===== src/rtl/dram_cpu_burst_pkg.sv =====
// dram_cpu_burst_pkg: register map, control bits, FSM encoding and size helpers
package dram_cpu_burst_pkg;
  localparam logic [7:0] CTRL = 8'd0, ADDR_HI = 8'd1, ADDR_LO = 8'd2, COUNT = 8'd3;
  localparam logic [7:0] MASK_BASE = 8'd8, WR_BASE = 8'd16, RD_BASE = 8'd64;
  localparam int CTRL_WR = 0, CTRL_RD = 1, CTRL_ABORT = 2;
  typedef enum logic [2:0] {ST_IDLE, ST_ISSUE, ST_BEATS, ST_WAIT_RD, ST_DONE} state_t;
  function automatic int nwords(input int dq, input int bb);
    return dq * bb / 8;
  endfunction
  function automatic int mwords(input int dq, input int bb);
    return (dq / 8 * 2 * bb + 15) / 16;
  endfunction
endpackage


===== src/rtl/dram_cpu_word_bank.sv =====
// dram_cpu_word_bank: 16-bit word-writable register array with optional wide beat write port
module dram_cpu_word_bank #(
  parameter int NW = 18,
  parameter int BW = 16
) (
  input  logic             clk,
  input  logic             rst,
  input  logic             i_we,
  input  logic [7:0]       i_idx,
  input  logic [15:0]      i_wdata,
  input  logic             i_bwe,
  input  logic [2:0]       i_bidx,
  input  logic [BW-1:0]    i_bdata,
  output logic [15:0]      o_rdata,
  output logic [NW*16-1:0] o_flat
);
  localparam logic [7:0] NW8 = 8'(NW);
  logic       w_hit;
  logic [7:0] w_sel;
  assign w_hit   = i_idx < NW8;
  assign w_sel   = w_hit ? i_idx : 8'd0;
  assign o_rdata = w_hit ? o_flat[{w_sel, 4'b0} +: 16] : 16'h0;
  always_ff @(posedge clk or posedge rst) begin
    if (rst) o_flat <= '0;
    else begin
      if (i_we && w_hit) o_flat[{w_sel, 4'b0} +: 16] <= i_wdata;
      if (i_bwe) o_flat[i_bidx * BW +: BW] <= i_bdata;
    end
  end
endmodule


===== src/rtl/dram_cpu_burst_engine.sv =====
// dram_cpu_burst_engine: Wishbone register window that issues auto-incrementing
// bursts of DRAM commands with backpressure, read timeout and abort.
module dram_cpu_burst_engine
  import dram_cpu_burst_pkg::*;
#(
  parameter int DQ_WIDTH    = 72,
  parameter int BURST_BEATS = 2,
  parameter int ADDR_INC    = 4,
  parameter int TIMEOUT     = 1024
) (
  input  logic                        wb_clk_i,
  input  logic                        wb_rst_i,
  input  logic                        wb_cyc_i,
  input  logic                        wb_stb_i,
  input  logic                        wb_we_i,
  input  logic [1:0]                  wb_sel_i,
  input  logic [31:0]                 wb_adr_i,
  input  logic [15:0]                 wb_dat_i,
  output logic [15:0]                 wb_dat_o,
  output logic                        wb_ack_o,
  input  logic                        dram_phy_rdy,
  output logic                        dram_cmd_valid,
  input  logic                        dram_cmd_ready,
  output logic                        dram_cmd_rnw,
  output logic [31:0]                 dram_cmd_addr,
  output logic [2*DQ_WIDTH-1:0]       dram_wr_data,
  output logic [2*(DQ_WIDTH/8)-1:0]   dram_wr_be,
  input  logic [2*DQ_WIDTH-1:0]       dram_rd_data,
  input  logic                        dram_rd_valid,
  output logic                        irq_o
);
  localparam int BW  = 2 * DQ_WIDTH;
  localparam int BEW = 2 * (DQ_WIDTH / 8);
  localparam int NW  = nwords(DQ_WIDTH, BURST_BEATS);
  localparam int MW  = mwords(DQ_WIDTH, BURST_BEATS);
  localparam logic [1:0] LAST = 2'(BURST_BEATS - 1);

  state_t         r_state, w_next;
  logic           r_ack, r_irq, r_done, r_timeout, r_nophy, r_mode;
  logic           r_start_wr, r_start_rd, r_abort;
  logic [15:0]    r_dat, r_count, r_remaining;
  logic [31:0]    r_addr, r_cur_addr, r_tmo;
  logic [1:0]     r_beat;
  logic [7:0]     w_idx;
  logic           w_req, w_wr, w_busy, w_cfg_we, w_start, w_launch_ok;
  logic           w_accept, w_go_next, w_tmo_hit, w_rd_we;
  logic [1:0]     w_beat;
  logic [15:0]    w_rword, w_mask_word, w_wr_word, w_rd_word;
  logic [MW*16-1:0] w_mask_flat;
  logic [NW*16-1:0] w_wr_flat, w_rd_flat;
  logic           w_unused;

  assign w_idx       = wb_adr_i[8:1];
  assign w_req       = wb_cyc_i & wb_stb_i & ~r_ack;
  assign w_wr        = w_req & wb_we_i;
  assign w_busy      = r_state != ST_IDLE;
  assign w_cfg_we    = w_wr & ~w_busy;
  assign w_start     = r_start_wr | r_start_rd;
  assign w_launch_ok = dram_phy_rdy && r_count != 16'd0;
  assign w_accept    = dram_cmd_valid & dram_cmd_ready;
  assign w_rd_we     = r_state == ST_WAIT_RD && dram_rd_valid;
  assign w_beat      = r_state == ST_ISSUE ? 2'd0 : r_beat;
  assign w_unused    = ^{wb_sel_i, wb_adr_i[31:9], wb_adr_i[0], w_rd_flat, w_mask_flat};

  assign wb_ack_o       = r_ack;
  assign wb_dat_o       = r_dat;
  assign irq_o          = r_irq;
  assign dram_cmd_valid = r_state == ST_ISSUE && !r_abort;
  assign dram_cmd_rnw   = r_mode;
  assign dram_cmd_addr  = r_cur_addr;
  assign dram_wr_data   = w_wr_flat[w_beat * BW +: BW];
  assign dram_wr_be     = w_mask_flat[w_beat * BEW +: BEW];

  dram_cpu_word_bank #(.NW(MW), .BW(16)) u_mask (
    .clk(wb_clk_i), .rst(wb_rst_i), .i_we(w_cfg_we), .i_idx(w_idx - MASK_BASE),
    .i_wdata(wb_dat_i), .i_bwe(1'b0), .i_bidx(3'd0), .i_bdata(16'h0),
    .o_rdata(w_mask_word), .o_flat(w_mask_flat)
  );
  dram_cpu_word_bank #(.NW(NW), .BW(BW)) u_wr (
    .clk(wb_clk_i), .rst(wb_rst_i), .i_we(w_cfg_we), .i_idx(w_idx - WR_BASE),
    .i_wdata(wb_dat_i), .i_bwe(1'b0), .i_bidx(3'd0), .i_bdata({BW{1'b0}}),
    .o_rdata(w_wr_word), .o_flat(w_wr_flat)
  );
  dram_cpu_word_bank #(.NW(NW), .BW(BW)) u_rd (
    .clk(wb_clk_i), .rst(wb_rst_i), .i_we(1'b0), .i_idx(w_idx - RD_BASE),
    .i_wdata(wb_dat_i), .i_bwe(w_rd_we), .i_bidx({1'b0, r_beat}), .i_bdata(dram_rd_data),
    .o_rdata(w_rd_word), .o_flat(w_rd_flat)
  );

  assign w_rword = w_idx == CTRL    ? {12'b0, r_nophy, r_timeout, r_done, w_busy} :
                   w_idx == ADDR_HI ? r_addr[31:16] :
                   w_idx == ADDR_LO ? r_addr[15:0] :
                   w_idx == COUNT   ? r_count : (w_mask_word | w_wr_word | w_rd_word);

  always_comb begin
    w_next    = r_state;
    w_go_next = 1'b0;
    w_tmo_hit = 1'b0;
    case (r_state)
      ST_IDLE:    if (w_start && w_launch_ok) w_next = ST_ISSUE;
      ST_ISSUE:   if (w_accept) begin
                    if (r_mode) w_next = ST_WAIT_RD;
                    else if (BURST_BEATS > 1) w_next = ST_BEATS;
                    else w_go_next = 1'b1;
                  end
      ST_BEATS:   w_go_next = r_beat == LAST;
      ST_WAIT_RD: if (dram_rd_valid && r_beat == LAST) w_go_next = 1'b1;
                  else if (r_tmo == 32'(TIMEOUT - 1)) begin
                    w_tmo_hit = 1'b1;
                    w_next    = ST_DONE;
                  end
      default:    w_next = ST_IDLE;
    endcase
    if (w_go_next) w_next = r_remaining == 16'd1 ? ST_DONE : ST_ISSUE;
    if (r_abort && w_busy && r_state != ST_DONE) w_next = ST_DONE;
  end

  always_ff @(posedge wb_clk_i or posedge wb_rst_i) begin
    if (wb_rst_i) begin
      r_state     <= ST_IDLE;
      r_ack       <= 1'b0;
      r_dat       <= 16'h0;
      r_irq       <= 1'b0;
      r_done      <= 1'b0;
      r_timeout   <= 1'b0;
      r_nophy     <= 1'b0;
      r_mode      <= 1'b0;
      r_start_wr  <= 1'b0;
      r_start_rd  <= 1'b0;
      r_abort     <= 1'b0;
      r_count     <= 16'h0;
      r_remaining <= 16'h0;
      r_addr      <= 32'h0;
      r_cur_addr  <= 32'h0;
      r_tmo       <= 32'h0;
      r_beat      <= 2'd0;
    end else begin
      r_state    <= w_next;
      r_ack      <= w_req;
      r_dat      <= w_req ? w_rword : 16'h0;
      r_start_wr <= w_wr && w_idx == CTRL && wb_dat_i[CTRL_WR];
      r_start_rd <= w_wr && w_idx == CTRL && wb_dat_i[CTRL_RD];
      r_abort    <= w_wr && w_idx == CTRL && wb_dat_i[CTRL_ABORT];
      if (w_cfg_we && w_idx == ADDR_HI) r_addr[31:16] <= wb_dat_i;
      if (w_cfg_we && w_idx == ADDR_LO) r_addr[15:0] <= wb_dat_i;
      if (w_cfg_we && w_idx == COUNT) r_count <= wb_dat_i;
      r_irq <= r_state == ST_DONE;
      if (r_state == ST_DONE) r_done <= 1'b1;
      if (w_start && !w_busy) begin
        r_done      <= !w_launch_ok;
        r_irq       <= !w_launch_ok;
        r_nophy     <= !dram_phy_rdy;
        r_timeout   <= 1'b0;
        r_mode      <= r_start_rd;
        r_cur_addr  <= r_addr;
        r_remaining <= r_count;
      end
      if (w_tmo_hit) r_timeout <= 1'b1;
      if (w_go_next) begin
        r_remaining <= r_remaining - 16'd1;
        r_cur_addr  <= r_cur_addr + 32'(ADDR_INC);
      end
      // Beat 0 goes out in ISSUE; BEATS continues from 1, WAIT_RD counts stored beats.
      r_beat <= r_state == ST_ISSUE ? ((w_accept && !r_mode) ? 2'd1 : 2'd0) :
                (r_state == ST_BEATS || w_rd_we) ? r_beat + 2'd1 : r_beat;
      r_tmo  <= r_state == ST_WAIT_RD ? r_tmo + 32'd1 : 32'd0;
    end
  end
endmodule


===== config.mk =====
export PLATFORM = sky130hd
export DESIGN_NAME = dram_cpu_burst_engine
export DESIGN_NICKNAME = d
export VERILOG_FILES = /design/src/rtl/dram_cpu_burst_pkg.sv /design/src/rtl/dram_cpu_word_bank.sv /design/src/rtl/dram_cpu_burst_engine.sv
export SDC_FILE = /design/constraint.sdc
export NUM_CORES = 2
export LEC_CHECK = 0
export BUFFER_PORTS_ARGS = -buffer_cell sky130_fd_sc_hd__buf_2
export CORE_ASPECT_RATIO = 0.75
export CORE_UTILIZATION = 40
export CTS_BUF_LIST = sky130_fd_sc_hd__clkbuf_4 sky130_fd_sc_hd__clkbuf_8
export CTS_CLUSTER_SIZE = 30
export DETAILED_ROUTE_END_ITERATION = 8
export SYNTH_ARGS = -nofsm -noshare
export SYNTH_HDL_FRONTEND = slang
export SYNTH_SLANG_ARGS = --single-unit

===== constraint.sdc =====
create_clock -name wb_clk_i -period 30.8 [get_ports wb_clk_i]
set_input_delay 6.16 -clock wb_clk_i [delete_from_list [all_inputs] [get_ports wb_clk_i]]
set_output_delay 6.16 -clock wb_clk_i [all_outputs]
set_load 0.01 [all_outputs]

Yosys cells after proc, flatten, opt, wreduce, memory -nomap -nowiden. Cells that the tools add are included.

Logic and storage cells: 149. Output and inout port bits: 214. Bits of input ports: 202. Bits in registers: 782.

Add/sub/neg operators: 10. Equality and inequality tests: 16. Reductions and logical operators: 33. Mux-type cells: 42. $mul: 3. Shifts and indexed selects: 11. Bitwise gates (word level): 10. Magnitude comparators: 3.

Operator list (number): bitwise mux 288 bit (2); variable part select 288 x 13 -> 16 bit (2); variable shift 144 x 34 -> 288 bit, first input constant (1); variable shift 16 x 14 -> 288 bit, first input constant (1); variable part select 144 x 34 -> 288 bit (1); variable part select 16 x 14 -> 288 bit (1); variable part select 288 x 11 -> 144 bit (1); 2-to-1 mux 16 bit (10); 2-to-1 mux 32 bit (3); bitwise mux 48 bit (1); variable shift 16 x 14 -> 48 bit, first input constant (1); variable part select 16 x 14 -> 48 bit (1); variable part select 48 x 13 -> 16 bit (1); variable part select 48 x 8 -> 18 bit (1); negator 11 -> 34 bit (1); adder 32 x 1 -> 32 bit, second input constant (1); adder 32 x 3 -> 32 bit, second input constant (1); equality test 32 x 10 -> 1 bit, second input constant (1); OR 16 bit (2); negator 12 -> 14 bit (2); 2-to-1 mux 8 bit (3); 2-to-1 mux 3 bit (7); logical AND 1 bit (18); multiplier 2 x 4 -> 6 bit, second input constant (3); 31 further kinds (62).

Depth between registers and ports, before layout.
Word-level depth: 12. Mapped depth: 15. Gate-level depth less buffers: 11.

By module. From an unflattened synthesis, not the netlist that was laid out.

Cell total of the unflattened synthesis: 7927. Area total of the unflattened synthesis: 62454.9 µm².

Modules (own cells, without submodules): dram_cpu_word_bank at u_rd (area each 25164.1 µm², instances 1, seq. area each 7206.9 µm², cells an instance 3326); dram_cpu_word_bank at u_wr (area each 23779.1 µm², instances 1, seq. area each 7206.9 µm², cells an instance 2928); dram_cpu_burst_engine (area each 10652.7 µm², instances 1, seq. area each 3953.8 µm², cells an instance 1367); dram_cpu_word_bank at u_mask (area each 2859.0 µm², instances 1, seq. area each 1201.2 µm², cells an instance 306).

Worst setup path before layout. No wires, ideal clock.

Kind: input to register. From: input wb_adr_i[5]. To: register u_mask.o_flat[16]. Stages on the path: 13. Data required time: 30675 ps. Arrival time: 8989 ps. Setup time: 125 ps. Path slack: 21687 ps. Cell sequence: inv_1 > clkbuf_1 > ha_1 > nand2b_1 > xnor2_1 > nor3_1 > clkbuf_1 > nand2_1 > ha_1 > nor4bb_1 > clkbuf_1 > buf_2 > mux2_2.

Word-level cells in the longest chain between the ends: 6. Elaborated cells between the ends (all ways): 8. Those cells by class: 2 x add/sub; 1 x order compare; 2 x shift; 2 x mux; 1 x reduce/logical.

RTL lines: start: declaration (line dram_cpu_burst_engine.sv:17) `input logic [31:0] wb_adr_i,`; subtractor 8 x 4 -> 8 bit (*) (line dram_cpu_burst_engine.sv:75) `.clk(wb_clk_i), .rst(wb_rst_i), .i_we(w_cfg_we), .i_idx(w_idx - MASK_BASE),`; < comparator 8 x 2 -> 1 bit (line dram_cpu_word_bank.sv:20) `assign w_hit = i_idx < NW8;`; 2-to-1 mux 8 bit (line dram_cpu_word_bank.sv:21) `assign w_sel = w_hit ? i_idx : 8'd0;`; negator 12 -> 14 bit (line dram_cpu_word_bank.sv:26) `if (i_we && w_hit) o_flat[{w_sel, 4'b0} +: 16] <= i_wdata;`; variable part select 16 x 14 -> 48 bit / variable shift 16 x 14 -> 48 bit (equally long branches) (line dram_cpu_word_bank.sv:26); bitwise mux 48 bit (line dram_cpu_word_bank.sv:26); end signal: indexed assignment (line dram_cpu_word_bank.sv:26); end signal: indexed assignment (line dram_cpu_word_bank.sv:27) `if (i_bwe) o_flat[i_bidx * BW +: BW] <= i_bdata;`; end: declaration (line dram_cpu_word_bank.sv:15) `output logic [NW*16-1:0] o_flat`.

Every way passes the cells marked *; elsewhere a longest branch is shown, timed or not. A chain may end at the register's enable or synchronous reset.

Final worst setup path.
From: register r_beat[0]. To: output dram_wr_data[17].

Word-level cells in the longest chain between the ends: 3.

RTL lines: start: declaration (line dram_cpu_burst_engine.sv:43) `logic [1:0] r_beat;`; start signal: assignment (line dram_cpu_burst_engine.sv:164) `r_beat <= r_state == ST_ISSUE ? ((w_accept && !r_mode) ? 2'd1 : 2'd0) :`; 2-to-1 mux 2 bit (line dram_cpu_burst_engine.sv:62) `assign w_beat = r_state == ST_ISSUE ? 2'd0 : r_beat;`; multiplier 2 x 4 -> 6 bit (line dram_cpu_burst_engine.sv:71) `assign dram_wr_data = w_wr_flat[w_beat * BW +: BW];`; variable part select 288 x 11 -> 144 bit (line dram_cpu_burst_engine.sv:71); end: declaration (line dram_cpu_burst_engine.sv:26) `output logic [2*DQ_WIDTH-1:0] dram_wr_data,`.

No other way between the ends.

==> impl_metrics.toml <==
[layout]
postLayoutCellArea_um2 = 50500
seq_area_um2 = 19600
final_common_cell = "nand2_1"
multi_input_area_um2 = 23100
drive_gt1_frac = 0.212
post-route-util = 0.461
final_cell_mix = "nand2_1 (1006), dfrtp_1 (781), o21ai_0 (493), a21oi_1 (447), buf_2 (388)"
area_delta_synth_final_pct = 13.8
nets = 5445
fillers = 10800

[sta]
hold_viol_final = 0
rsz0062_at_grt = "false"
setup_tns_ps = 0
fin_crit_sh = 0.366
tightest_slew_ps = 1380
setup_viol = 0
drv_slew = 0
slew_headroom = 0.0742
fin_crit_ps = 11290
clock_skew_ps = 37.7
fmax_mhz = 88.6

[power_and_ir_drop]
p_per_area_nw_per_um2 = 75.6
p_int_mw = 2.20
netSwitchingFraction = 0.423
total_power_mw = 3.81
leakage_nw = 22.6
p_clk_frac = 0.278
ir_drop_v = 0.0000687
pwr-share-seq = 0.341
p_sw_mw = 1.61
combPwrFrac = 0.381

[floorplanning]
num_rows = 105
dieHeight_um = 290
die_w_um = 386
core_um2 = 110000
ios = 416
start_util = 0.405
fp.dieArea_um2 = 112000

[synth]
ys_types = 82
avgSynthCellArea_um2 = 8.80
ys_seq_area_frac = 0.441
yosys_warnings = 0
async_flop_share = 1.00
synth_ff_type = "dfrtp_1"
synthesis.area_um2 = 44300
synth_edf_count = 0
syn_nets = 5253
syn_inst = 5036
ys_seq_elements = 782

[clock_tree]
cts_sinks = 782
postCtsSetupRepairBufs = 0
clk_latency_ps = 860
cts_made_buffers = 138
ctsResizeCount = 0
clk_pin_slew_ps = 60
cts.path.max_buffers = 3
root_buffer = "clkbuf_8"
holdBufCountCts = 0
cts_htree_levels = 4
cts_tree = "done"

[placement]
port_buffers = 389
placed_cell_area_um2 = 47400
hpwl_um = 133000
place.gp.congestion = 1.26

[setup_path]
reg2reg_setup_slack_ps = 25080
setup.worst_path.start_class = "flip-flop"
crit_type = "reg -> out"
rr_endpoint = "u_rd.o_flat[71]$_DFFE_PP0P_"
cp.arrival_ps = 5130
r2r_cells = 10
worstSetupEndpointType = "output pin"
worstPathMaxFanout = 84
cp_data_required_time_ps = 24640
reg2reg_from = "r_beat[0]$_DFFE_PP0P_"

[drt]
wl_per_cell_um = 28.4
first_pass_iters = 7
drt.antenna.violating_nets = 0
routed_wl_um = 193000
vias = 43100
via_per_inst = 6.33
drt_iter0_markers = 6087
drc = 0

[grt]
grt_pass1_wl_um = 280000
gr-total-overflow = 0
grt_max_degree = 171
grt.busiest_layer = "met1"
grt.total_usage = 0.335
antenna_found_initial = 49
met2_usage = 0.438
grt_pass1_vias = 39600
grtUsageMet3 = 0.123
grt_util_met1 = 0.483

[outcome]
status = "finished, final reports clean"

[hold_path]
min_from = "dram_cmd_addr[1]$_DFFE_PP0P_"
holdCritPathClass = "reg -> reg"
min_to = "dram_cmd_addr[1]$_DFFE_PP0P_"
min_path_cells = 2

[flow_run]
maxCapViolations = 0
## power by group through the flow
stage / Sequential [mW] / Clock (mW) / Combinational (mW)
final: 1.30 / 1.06 / 1.45
after CTS: 1.30 / 1.07 / 1.40
after floorplan: 1.28 / 0 / 0.947
after global routing: 1.32 / 1.12 / 1.54
after detailed placement: 1.31 / 0 / 1.40
after global placement: 1.31 / 0 / 1.38
## per-stage QoR
step / hold WS [ps] / instances / worst slack [ps]
CTS: 479 / 6773 / 19580
global route: 493 / 6796 / 19400
finish: 474 / 6808 / 19510
floorplan: 443 / 5036 / 2680
global placement: 458 / 6532 / 19300
detailed placement: 468 / 6532 / 19280
## state kept, by name, summed over array words and instances (netlist names)
name           flops
r_start_wr         1
r_abort            1
u_wr.o_flat      288
r_remaining       16
u_rd.o_flat      288
r_done             1
dram_cmd_rnw       1
r_timeout          1
dram_cmd_addr     32
r_addr            32
u_mask.o_flat     48
r_state            3
r_tmo             32
r_beat             2
wb_ack_o           1
r_nophy            1
wb_dat_o          16
r_count           16
irq_o              1
r_start_rd         1
## worst max path at each step
stage                     depth (start not counted)             startpoint                            to
after floorplan                                   1               wb_rst_i  dram_cmd_addr[0]$_DFFE_PP0P_
after global placement                           10            wb_adr_i[5]  u_wr.o_flat[101]$_DFFE_PP0P_
after detailed placement                         10            wb_adr_i[5]  u_wr.o_flat[105]$_DFFE_PP0P_
after CTS                                         7  r_beat[0]$_DFFE_PP0P_             dram_wr_data[124]
after global routing                              7  r_beat[0]$_DFFE_PP0P_              dram_wr_data[16]
final                                             7  r_beat[0]$_DFFE_PP0P_              dram_wr_data[17]
## cells by family after synthesis
kind of cell,Yosys count,synth area share
flops,782,0.441
simple gates,1645,0.157
xor+xnor,27,0.00533
fa+ha+maj,15,0.00423
mux,592,0.143
buf+inv,486,0.0423
compound gates,1489,0.207
## cells in the mapped netlist, drive strengths merged (16+ instances only)
| cell type | number | area [µm²] |
|---|---|---|
| a22oi | 98 | 736 |
| a221o | 21 | 210 |
| o22ai | 46 | 288 |
| nor2b | 25 | 156 |
| buf | 73 | 324 |
| o22a | 17 | 149 |
| inv | 53 | 199 |
| a211oi | 36 | 270 |
| a22o | 59 | 517 |
| a31oi | 21 | 131 |
| nor4 | 16 | 113 |
| a21oi | 447 | 2240 |
| nor3 | 61 | 345 |
| o21ai | 494 | 2470 |
| dfrtp | 782 | 19600 |
| nor2 | 317 | 1190 |
| mux2 | 333 | 3750 |
| mux2i | 258 | 2580 |
| or3 | 16 | 105 |
| o211ai | 51 | 383 |
| nand4 | 31 | 194 |
| and3 | 29 | 181 |
| and2 | 19 | 119 |
| a221oi | 28 | 245 |
| o221ai | 55 | 482 |
| nand3 | 71 | 355 |
| nand2 | 1008 | 3780 |
| clkbuf | 358 | 1340 |
| xor2 | 16 | 140 |
## layout make-up
type | instances | area share
Clock buffer | 216 | 0.0536
Clock inverter | 25 | 0.00531
Sequential cell | 782 | 0.388
Antenna cell | 35 | 0.00174
Timing Repair Buffer | 483 | 0.0533
Multi-Input combinational cell | 3768 | 0.458
Tap cell | 1444 | 0.0358
Inverter | 55 | 0.00427
## critical path, stage by stage, from the launching register on
cell      delay, ps
dfrtp_4         690
clkinv_2        740
nor2_4          280
buf_4           710
buf_4           920
nand2_1         290
a21oi_1         350
buf_2           200
## routing by layer
layer,part of all wire,routed length [µm]
met2,0.40,76300
met1,0.43,82600
met5,0.00095,184
met3,0.13,25500
met4,0.044,8530
Note: power is estimated with default switching activity, not from simulation.
